## config.mk

```make
export PLATFORM = sky130hd
export DESIGN_NAME = reg_file_reader
export DESIGN_NICKNAME = d
export VERILOG_FILES = /design/src/rtl/rf_pkg.sv /design/src/rtl/reg_file_reader.sv
export SDC_FILE = /design/constraint.sdc
export NUM_CORES = 1
export LEC_CHECK = 0
export BUFFER_PORTS_ARGS = -buffer_cell sky130_fd_sc_hd__buf_2
export CORE_AREA = 2 2 63 80
export CTS_CLUSTER_DIAMETER = 200
export DETAILED_ROUTE_END_ITERATION = 12
export DIE_AREA = 0 0 65 82
export PLACE_DENSITY = 0.84
export SKIP_CTS_REPAIR_TIMING = 1
export SLEW_MARGIN = 15
export SYNTH_ARGS = -nofsm -noshare
export SYNTH_HDL_FRONTEND = slang
export SYNTH_SLANG_ARGS = --single-unit
```

## constraint.sdc

```tcl
create_clock -name clk -period 3.25 [get_ports clk]
set_input_delay 0.325 -clock clk [delete_from_list [all_inputs] [get_ports clk]]
set_output_delay 0.325 -clock clk [all_outputs]
set_load 0.01 [all_outputs]
```

## src/rtl/rf_pkg.sv

```systemverilog
// Shared types for the register-file bulk reader.
package rf_pkg;

  typedef enum logic [1:0] {
    IDLE,
    RUN,
    DRAIN,
    FIN
  } rf_rd_state_e;

  localparam int unsigned RF_DATA_W = 32;

endpackage

```

## src/rtl/reg_file_reader.sv

```systemverilog
// Bulk-read engine: walks a contiguous (wrapping) RF range through the async read port
// and returns each word on a valid/ready stream with a last flag.
module reg_file_reader
  import rf_pkg::*;
#(
  parameter int unsigned addr_width_p = 6,
  parameter int unsigned data_width_p = RF_DATA_W
) (
  input  logic                    clk,
  input  logic                    reset,
  input  logic                    start_i,
  input  logic [addr_width_p-1:0] base_addr_i,
  input  logic [addr_width_p:0]   count_i,
  output logic [addr_width_p-1:0] rf_addr_o,
  input  logic [data_width_p-1:0] rf_data_i,
  output logic [data_width_p-1:0] data_o,
  output logic                    valid_o,
  output logic                    last_o,
  input  logic                    ready_i,
  output logic                    busy_o,
  output logic                    done_o
);

  rf_rd_state_e            state_q, state_d;
  logic [addr_width_p-1:0] addr_q, addr_d;
  logic [addr_width_p:0]   rem_q, rem_d;
  logic [data_width_p-1:0] data_q, data_d;
  logic                    valid_q, valid_d;
  logic                    last_q, last_d;

  logic load;
  logic rem_is_one;

  assign rem_is_one = (rem_q == (addr_width_p + 1)'(1));
  // The output register refills whenever it is empty or being drained this cycle.
  assign load       = (state_q == RUN) && (!valid_q || ready_i);

  always_comb begin
    state_d = state_q;
    addr_d  = addr_q;
    rem_d   = rem_q;
    data_d  = data_q;
    valid_d = valid_q;
    last_d  = last_q;

    unique case (state_q)
      IDLE: begin
        if (start_i) begin
          addr_d  = base_addr_i;
          rem_d   = count_i;
          state_d = (count_i == '0) ? FIN : RUN;
        end
      end
      RUN: begin
        if (load) begin
          data_d  = rf_data_i;
          valid_d = 1'b1;
          last_d  = rem_is_one;
          addr_d  = addr_q + 1'b1;
          rem_d   = rem_q - 1'b1;
          if (rem_is_one) begin
            state_d = DRAIN;
          end
        end
      end
      DRAIN: begin
        if (valid_q && ready_i) begin
          valid_d = 1'b0;
          last_d  = 1'b0;
          state_d = FIN;
        end
      end
      FIN: begin
        state_d = IDLE;
      end
      default: begin
        state_d = IDLE;
      end
    endcase
  end

  always_ff @(posedge clk or posedge reset) begin
    if (reset) begin
      state_q <= IDLE;
      addr_q  <= '0;
      rem_q   <= '0;
      data_q  <= '0;
      valid_q <= 1'b0;
      last_q  <= 1'b0;
    end else begin
      state_q <= state_d;
      addr_q  <= addr_d;
      rem_q   <= rem_d;
      data_q  <= data_d;
      valid_q <= valid_d;
      last_q  <= last_d;
    end
  end

  assign rf_addr_o = (state_q == RUN) ? addr_q : '0;
  assign data_o    = data_q;
  assign valid_o   = valid_q;
  assign last_o    = last_q;
  assign busy_o    = (state_q != IDLE);
  assign done_o    = (state_q == FIN);

endmodule

```

After elaboration in Yosys (flattened, before gate mapping)
Cells that the tools add are included.

Add/subtract/negate cells: 2. Multipliers: 0. Divide/modulo/power cells: 0. Order comparisons: 0. Equality and inequality tests: 8. Shift operators: 0. Mux-type cells: 18. Bitwise logic cells: 0. Reductions and logical operators: 13.

Operator list (number): 2-to-1 mux 6 bit (3); 2-to-1 mux 7 bit (2); case mux 7 bit (2 select lines) (1); case mux 6 bit (2 select lines) (1); 2-to-1 mux 2 bit (5); inequality test 2 bit, second input constant (4); case mux 2 bit (4 select lines) (1); == test 7 x 1 -> 1 bit, second input constant (1); zero test 7 bit (1); subtractor 7 x 1 -> 7 bit, second input constant (1); adder 6 x 1 -> 6 bit, second input constant (1); AND reduction 3 bit (2); nonzero test 2 bit (3); == test 2 bit, second input constant (2); case mux 1 bit (2 select lines) (2); AND reduction 4 bit (1); 2-to-1 mux 1 bit (3); == test 2 x 1 -> 1 bit, second input constant (1); logical AND 1 bit (2); zero test 2 bit (1); AND reduction 2 bit (1); zero test 1 bit (1); logical OR 1 bit (1).

Flip-flop bits (word level): 49. Bits in latches: 0. RAM bits: 0. ROM bits: 0. Bits of input ports: 49. Output and inout bits: 42. Word-level logic and storage cells: 47. Memories kept: 0.

Logic depth before layout (Yosys ltp)
Gate-level depths: netlist of the first run.

Depth in word-level cells: 5. Mapped depth: 7. Mapped depth without buffers: 6.

Worst setup path before layout of the first run
Ideal clock, no wire load.

Kind: reg2out. Start: reg state_q[1]. End: out rf_addr_o[4]. Arrival: 1.499 ns. Required time: 2.925 ns. Path slack: 1.426 ns. Stages on the path, launching flop included: 7. Buffers on the path: 2. Cells stage by stage: dfrtp_1 > inv_1 > ha_1 > clkbuf_1 > buf_1 > nand2_1 > inv_1.

Word-level cells in the longest chain between the ends: 2.

RTL lines: start, declared (RTL line reg_file_reader.sv:24) `rf_rd_state_e state_q, state_d;`; start signal, assigned (RTL line reg_file_reader.sv:91) `state_q <= state_d;`; == test 2 x 1 -> 1 bit (RTL line reg_file_reader.sv:100) `assign rf_addr_o = (state_q == RUN) ? addr_q : '0;`; 2-to-1 mux 6 bit (RTL line reg_file_reader.sv:100); end, declared (RTL line reg_file_reader.sv:14) `output logic [addr_width_p-1:0] rf_addr_o,`.

No other way between the ends.

Final worst setup path of the first run
Start: reg state_q[1]. End: reg rem_q[5].

Word-level cells in the longest chain between the ends: 4. Elaborated cells between the ends (all ways): 8. Classes of those cells: 3 x eq/ne; 1 x mux; 4 x reduce/logical.

RTL lines: == test 2 x 1 -> 1 bit (RTL line reg_file_reader.sv:36, reg_file_reader.sv:46); logical AND 1 bit (RTL line reg_file_reader.sv:36) `assign load = (state_q == RUN) && (!valid_q || ready_i);`; inequality test 2 bit (no line); AND reduction 3 bit (no line); end signal, assigned (RTL line reg_file_reader.sv:93) `rem_q <= rem_d;`; end, declared (RTL line reg_file_reader.sv:26) `logic [addr_width_p:0] rem_q, rem_d;`.

Several ways; a longest one is shown, not always the timed one. A chain may end at the register's enable or synchronous reset.

==> impl_metrics.env, run 1 <==
export IMPL_status="finished, final reports clean"
export IMPL_ys_async_sr_fraction_pct=100
export IMPL_grt_use_total_pct=18.0
export IMPL_nNetsFinal=348
export IMPL_grt_pass1_vias=1755
export IMPL_netlist_instances=200
export IMPL_grt_max_degree=50
export IMPL_fmax_mhz=425
export IMPL_vias_per_cell=5.26
export IMPL_crit_required_ps=3440
export IMPL_antenna_cells=0
export IMPL_synth_area_top_cells="dfrtp_1, mux2_2, ha_1"
export IMPL_antenna_found_initial=0
export IMPL_overflow=0
export IMPL_slowest_stage="ha_1"
export IMPL_cp_arrival_ps=2540
export IMPL_hold_path_class="in -> reg"
export IMPL_port_buffers=90
export IMPL_drtPass1Iterations=4
export IMPL_post_route_period_util_pct=72.4
export IMPL_grt_first_pass_wirelength_microns=7490
export IMPL_vias=1850
export IMPL_synth_edf_count=0
export IMPL_period_needed_ps=2350
export IMPL_ios=91
export IMPL_slew_violations=0
export IMPL_rsz0062_at_grt="false"
export IMPL_synth_common_cells="dfrtp_1, mux2_2, nand2_1"
export IMPL_cts_tree="yes"
export IMPL_final_layout_size_suffix_gt1_share_pct=47.6
export IMPL_area_growth_pct=26.1
export IMPL_cts_buffers_inserted=5
export IMPL_path_clk_slew_ps=90
export IMPL_max_stage_delay_ps=530
export IMPL_die_area_sq_mm=0.00533
export IMPL_ys_warn_count=0
export IMPL_drtIter0Drc=83
export IMPL_synth_top_cell_area_share_pct=52.7
export IMPL_hold_viol=0
export IMPL_synth_ff_type="dfrtp_1"
export IMPL_fp_dieW_microns=65
export IMPL_final_setup_viol_count=0
export IMPL_synth_seq_cells=49
export IMPL_synth_area_leader_cell="dfrtp_1"
export IMPL_yosysMostFrequentCell="dfrtp_1"
export IMPL_htree_levels=2
export IMPL_syn_area_sq_mm=0.00233
export IMPL_place_gp_congestion=0.911
export IMPL_leakage_nw=1.45
export IMPL_wl_microns=4670
export IMPL_cp_max_fo=15
export IMPL_rows=28
export IMPL_ys_types=42
export IMPL_worstPathCellList="inv_1 -> ha_1 -> nand3b_1 -> o211ai_1 -> nor4b_1 -> a211o_1"
export IMPL_hpwl_microns=3450
export IMPL_powerDensity_mw_per_mm2=1020
export IMPL_synth_nets=257
export IMPL_wl_per_cell_microns=13.3
export IMPL_clock_sinks=49
export IMPL_pre_cts_slack_ps=886
export IMPL_cts_root_buffer="clkbuf_8"
export IMPL_ant_nets=0
export IMPL_peakVddDrop_mv=0.513
export IMPL_start_util_pct=50.7
export IMPL_path_class="reg -> reg"
export IMPL_seq_area_frac_synth_pct=52.7
export IMPL_worst_pin_slew_ps=1000
export IMPL_clock_latency_ps=300
export IMPL_endpoint_kind="register"
export IMPL_cts_buffer_depth=2
export IMPL_drc=0
export IMPL_syn_avg_cell_area_sq_um=11.6
export IMPL_tns_ps=0
export IMPL_relSlewSlack_pct=33.2
export IMPL_core_area_sq_mm=0.00459
export IMPL_fp_dieH_microns=82
export IMPL_drv_cap=0
export IMPL_critPathLaunchType="register"
export IMPL_fin_skew_ps=5.46
export IMPL_setup_ws_ps=898
per-stage QoR:
| step | power [W] | area, sq um | util (%) | hold WS, ps | std cells |
|---|---|---|---|---|---|
| 3_5_place_dp | 0.00266 | 2840 | 61.9 | 487 | 344 |
| 5_1_grt | 0.00327 | 2940 | 64.0 | 233 | 352 |
| 6_report | 0.00300 | 2940 | 64.0 | 241 | 352 |
| 3_3_place_gp | 0.00259 | 2840 | 61.9 | 472 | 344 |
| 2_1_floorplan | 0.00218 | 2330 | - | 457 | 200 |
| 4_1_cts | 0.00303 | 2940 | 64.0 | 231 | 352 |
layout make-up:
cell class	instances	area, sq um
Fill cell	375	1650
Sequential cell	49	1230
Multi-Input combinational cell	131	1020
Timing Repair Buffer	93	473
Clock buffer	6	82.6
Tap cell	60	75.1
Inverter	11	41.3
Clock inverter	2	13.8
where the power goes:
part | internal (W) | total (W) | switching (W)
sequential | 0.000920 | 0.00111 | 0.000191
clock | 0.000173 | 0.000375 | 0.000202
combinational | 0.000742 | 0.00152 | 0.000776
per-layer routing:
layer | routed length [microns] | GRT usage (%) | up-vias
met5 | 0 | 0 | -
met4 | 24 | 4.68 | 0
met3 | 277 | 4.11 | 2
met2 | 2400 | 33.1 | 70
met1 | 1960 | 21.0 | 887
li1 | - | - | 891
sequential cells by signal, summed over array words and instances, names as in the netlist:
register,flops
data_o,32
rem_q,7
addr_q,6
state_q,2
last_o,1
valid_o,1
path summary, 6_finish.rpt:
kind | startpoint | endpoint | slack (ps) | depth (start not counted)
setup / recovery | state_q[1] | rem_q[5] | 900 | 6
hold / removal | rf_data_i[7] | data_o[7] | 240 | 2
setup reg to reg | state_q[1] | rem_q[5] | 900 | 6
hold reg to reg | data_o[7] | data_o[7] | 500 | 1
max in group asynchronous | reset | rem_q[1] | 2370 | 2
min in group asynchronous | reset | data_o[14] | 260 | 2
layout by cell type (no fill, tap or decap), types with 2 or more instances in the layout:
cell	count
nand3_1	9
buf_4	3
a2bb2oi_1	2
nor2_1	9
a32o_1	2
a21oi_1	7
and2_1	4
buf_2	90
nor3_1	4
or2_2	2
clkbuf_8	6
nand2b_1	2
o211ai_1	3
o21ai_0	5
inv_1	10
dfrtp_1	49
mux2_2	31
nand2_1	16
o22ai_1	5
ha_1	8
worst max-delay path: cells and delay by family (launching register included):
kind	cells	cell delay (ps)
flops	1	430
fa+ha+maj	1	530
compound gates	2	810
buf+inv	1	110
simple gates	2	380
kinds of logic after synthesis:
| family | count (synthesis) | share of synthesized area, % |
|---|---|---|
| flip-flops | 49 | 52.7 |
| AND/OR/NAND/NOR | 55 | 12.2 |
| adder cells (fa/ha/maj) | 8 | 4.30 |
| multiplexers | 34 | 16.5 |
| AO/OA/AOI/OAI | 34 | 10.9 |
| buffers and inverters | 20 | 3.39 |
Note: power is estimated with default switching activity, not from simulation.
==> run 2: changes to the inputs <==
CORE_AREA = 2 2 69 87   (was 2 2 63 80)
DIE_AREA = 0 0 71 89   (was 0 0 65 82)
PLACE_DENSITY = 0.75   (was 0.84)
clock period = 2 ns   (was 3.25 ns; I/O delays follow)
==> impl_metrics.env, run 2 (synthesized netlist as in run 1, its figures left out) <==
export IMPL_grt_first_pass_wirelength_microns=7980
export IMPL_clock_sinks=49
export IMPL_tns_ps=0
export IMPL_fin_area_sq_mm=0.00297
export IMPL_antenna_found_initial=0
export IMPL_grt_max_degree=50
export IMPL_wl_microns=4700
export IMPL_status="finished, final reports clean"
export IMPL_hpwl_microns=3510
export IMPL_place_gp_congestion=0.878
export IMPL_hold_path_class="in -> async"
export IMPL_drv_cap=0
export IMPL_peakVddDrop_mv=0.818
export IMPL_final_layout_size_suffix_gt1_share_pct=48.0
export IMPL_cts_buffer_depth=2
export IMPL_hold_viol=0
export IMPL_grt_use_total_pct=15.9
export IMPL_layout_commonest_cell="buf_2"
export IMPL_crit_required_ps=2180
export IMPL_drc=0
export IMPL_drtPass1Iterations=4
export IMPL_area_growth_pct=27.6
export IMPL_drtIter0Drc=57
export IMPL_largest_reg_flops=32
export IMPL_die_area_sq_mm=0.00632
export IMPL_cts_root_buffer="clkbuf_8"
export IMPL_cts_tree="yes"
export IMPL_relSlewSlack_pct=59.3
export IMPL_rows=30
export IMPL_path_clk_slew_ps=90
export IMPL_clock_latency_ps=300
export IMPL_r2r_start="rem_q[1]"
export IMPL_overflow=0
export IMPL_port_buffers=90
export IMPL_n_fill_cell=486
export IMPL_leakage_nw=1.46
export IMPL_final_setup_viol_count=0
export IMPL_cts_buffers_inserted=5
export IMPL_ios=91
export IMPL_slew_violations=0
export IMPL_vias_per_cell=5.11
export IMPL_worst_pin_slew_ps=610
export IMPL_fin_skew_ps=11.2
export IMPL_start_util_pct=42.8
export IMPL_core_area_sq_mm=0.00544
export IMPL_powerDensity_mw_per_mm2=1660
export IMPL_vias=1829
export IMPL_wl_per_cell_microns=13.1
export IMPL_critPathLaunchType="register"
export IMPL_cp_arrival_ps=2080
export IMPL_path_class="reg -> reg"
export IMPL_cp_max_fo=3
export IMPL_fp_dieW_microns=71
export IMPL_reg2reg_depth=6
export IMPL_antenna_cells=0
export IMPL_period_needed_ps=1900
export IMPL_fp_dieH_microns=89
export IMPL_post_route_period_util_pct=94.9
export IMPL_mostFrequentLayoutCells="buf_2, dfrtp_1, mux2_2, nand2_1, inv_1"
export IMPL_endpoint_kind="register"
export IMPL_grt_pass1_vias=1862
export IMPL_htree_levels=2
export IMPL_dpl_cell_area_sq_mm=0.00287
export IMPL_fmax_mhz=527
export IMPL_ant_nets=0
export IMPL_rsz0062_at_grt="false"
export IMPL_cp_startpoint="rem_q[1]"
export IMPL_nNetsFinal=351
==> run 2: changes by cell type in the layout (fill, tap and decap cells not counted), sizes merged <==
cell	before	now
clkbuf	6	7
clkinv	2	0
buf	93	96
==> run 2: final cells by class <==
cell class	instances	area [sq um]	share of cell area, %
flip-flops and latches	49	1230	41.3
multi-input cells	131	1030	34.5
repair buffers	96	512	17.2
clock buffers	7	86.3	2.91
well taps	64	80.1	2.69
inverters	11	41.3	1.39
==> run 2: where the power goes <==
group	total, W	switching, W	internal, W
clock network	0.000575	0.000300	0.000275
logic	0.00255	0.00127	0.00129
registers	0.00180	0.000306	0.00150
total	0.00493	0.00187	0.00306
==> run 2: routing by layer <==
metal | vias to the layer above | track usage (%) | share of wire [%]
met2 | 63 | 29.6 | 52
met4 | 0 | 6.69 | 1.9
met3 | 11 | 3.72 | 5.8
li1 | 894 | - | -
met1 | 861 | 17.3 | 40
met5 | - | 0 | 0
==> run 2: stage by stage <==
stage          hold slack [ps]  cells  utilization [%]  total power, W  setup WS, ps
2_1_floorplan              332    200                -         0.00354           198
3_3_place_gp               400    350             52.8         0.00431           152
3_5_place_dp               409    350             52.8         0.00439           107
4_1_cts                   81.0    357             54.4         0.00499          63.4
6_report                  51.4    358             54.6         0.00493           101
5_1_grt                    120    358             54.6         0.00538          4.59
==> run 2: final timing paths <==
| kind | endpoint | slack [ps] |
|---|---|---|
| min in group clk | data_o[7] | 120 |
| hold reg to reg | data_o[7] | 490 |
| setup / recovery | state_q[1] | 100 |
| setup reg to reg | state_q[1] | 100 |
| max in group asynchronous | data_o[21] | 1520 |
| hold / removal | state_q[0] | 50 |
==> run 2: critical path, cell delays in order (launching register included) <==
cell,delay [ps]
dfrtp_1,380
inv_1,100
ha_1,140
or4b_4,470
o41ai_4,260
nand3_2,140
mux2_4,300
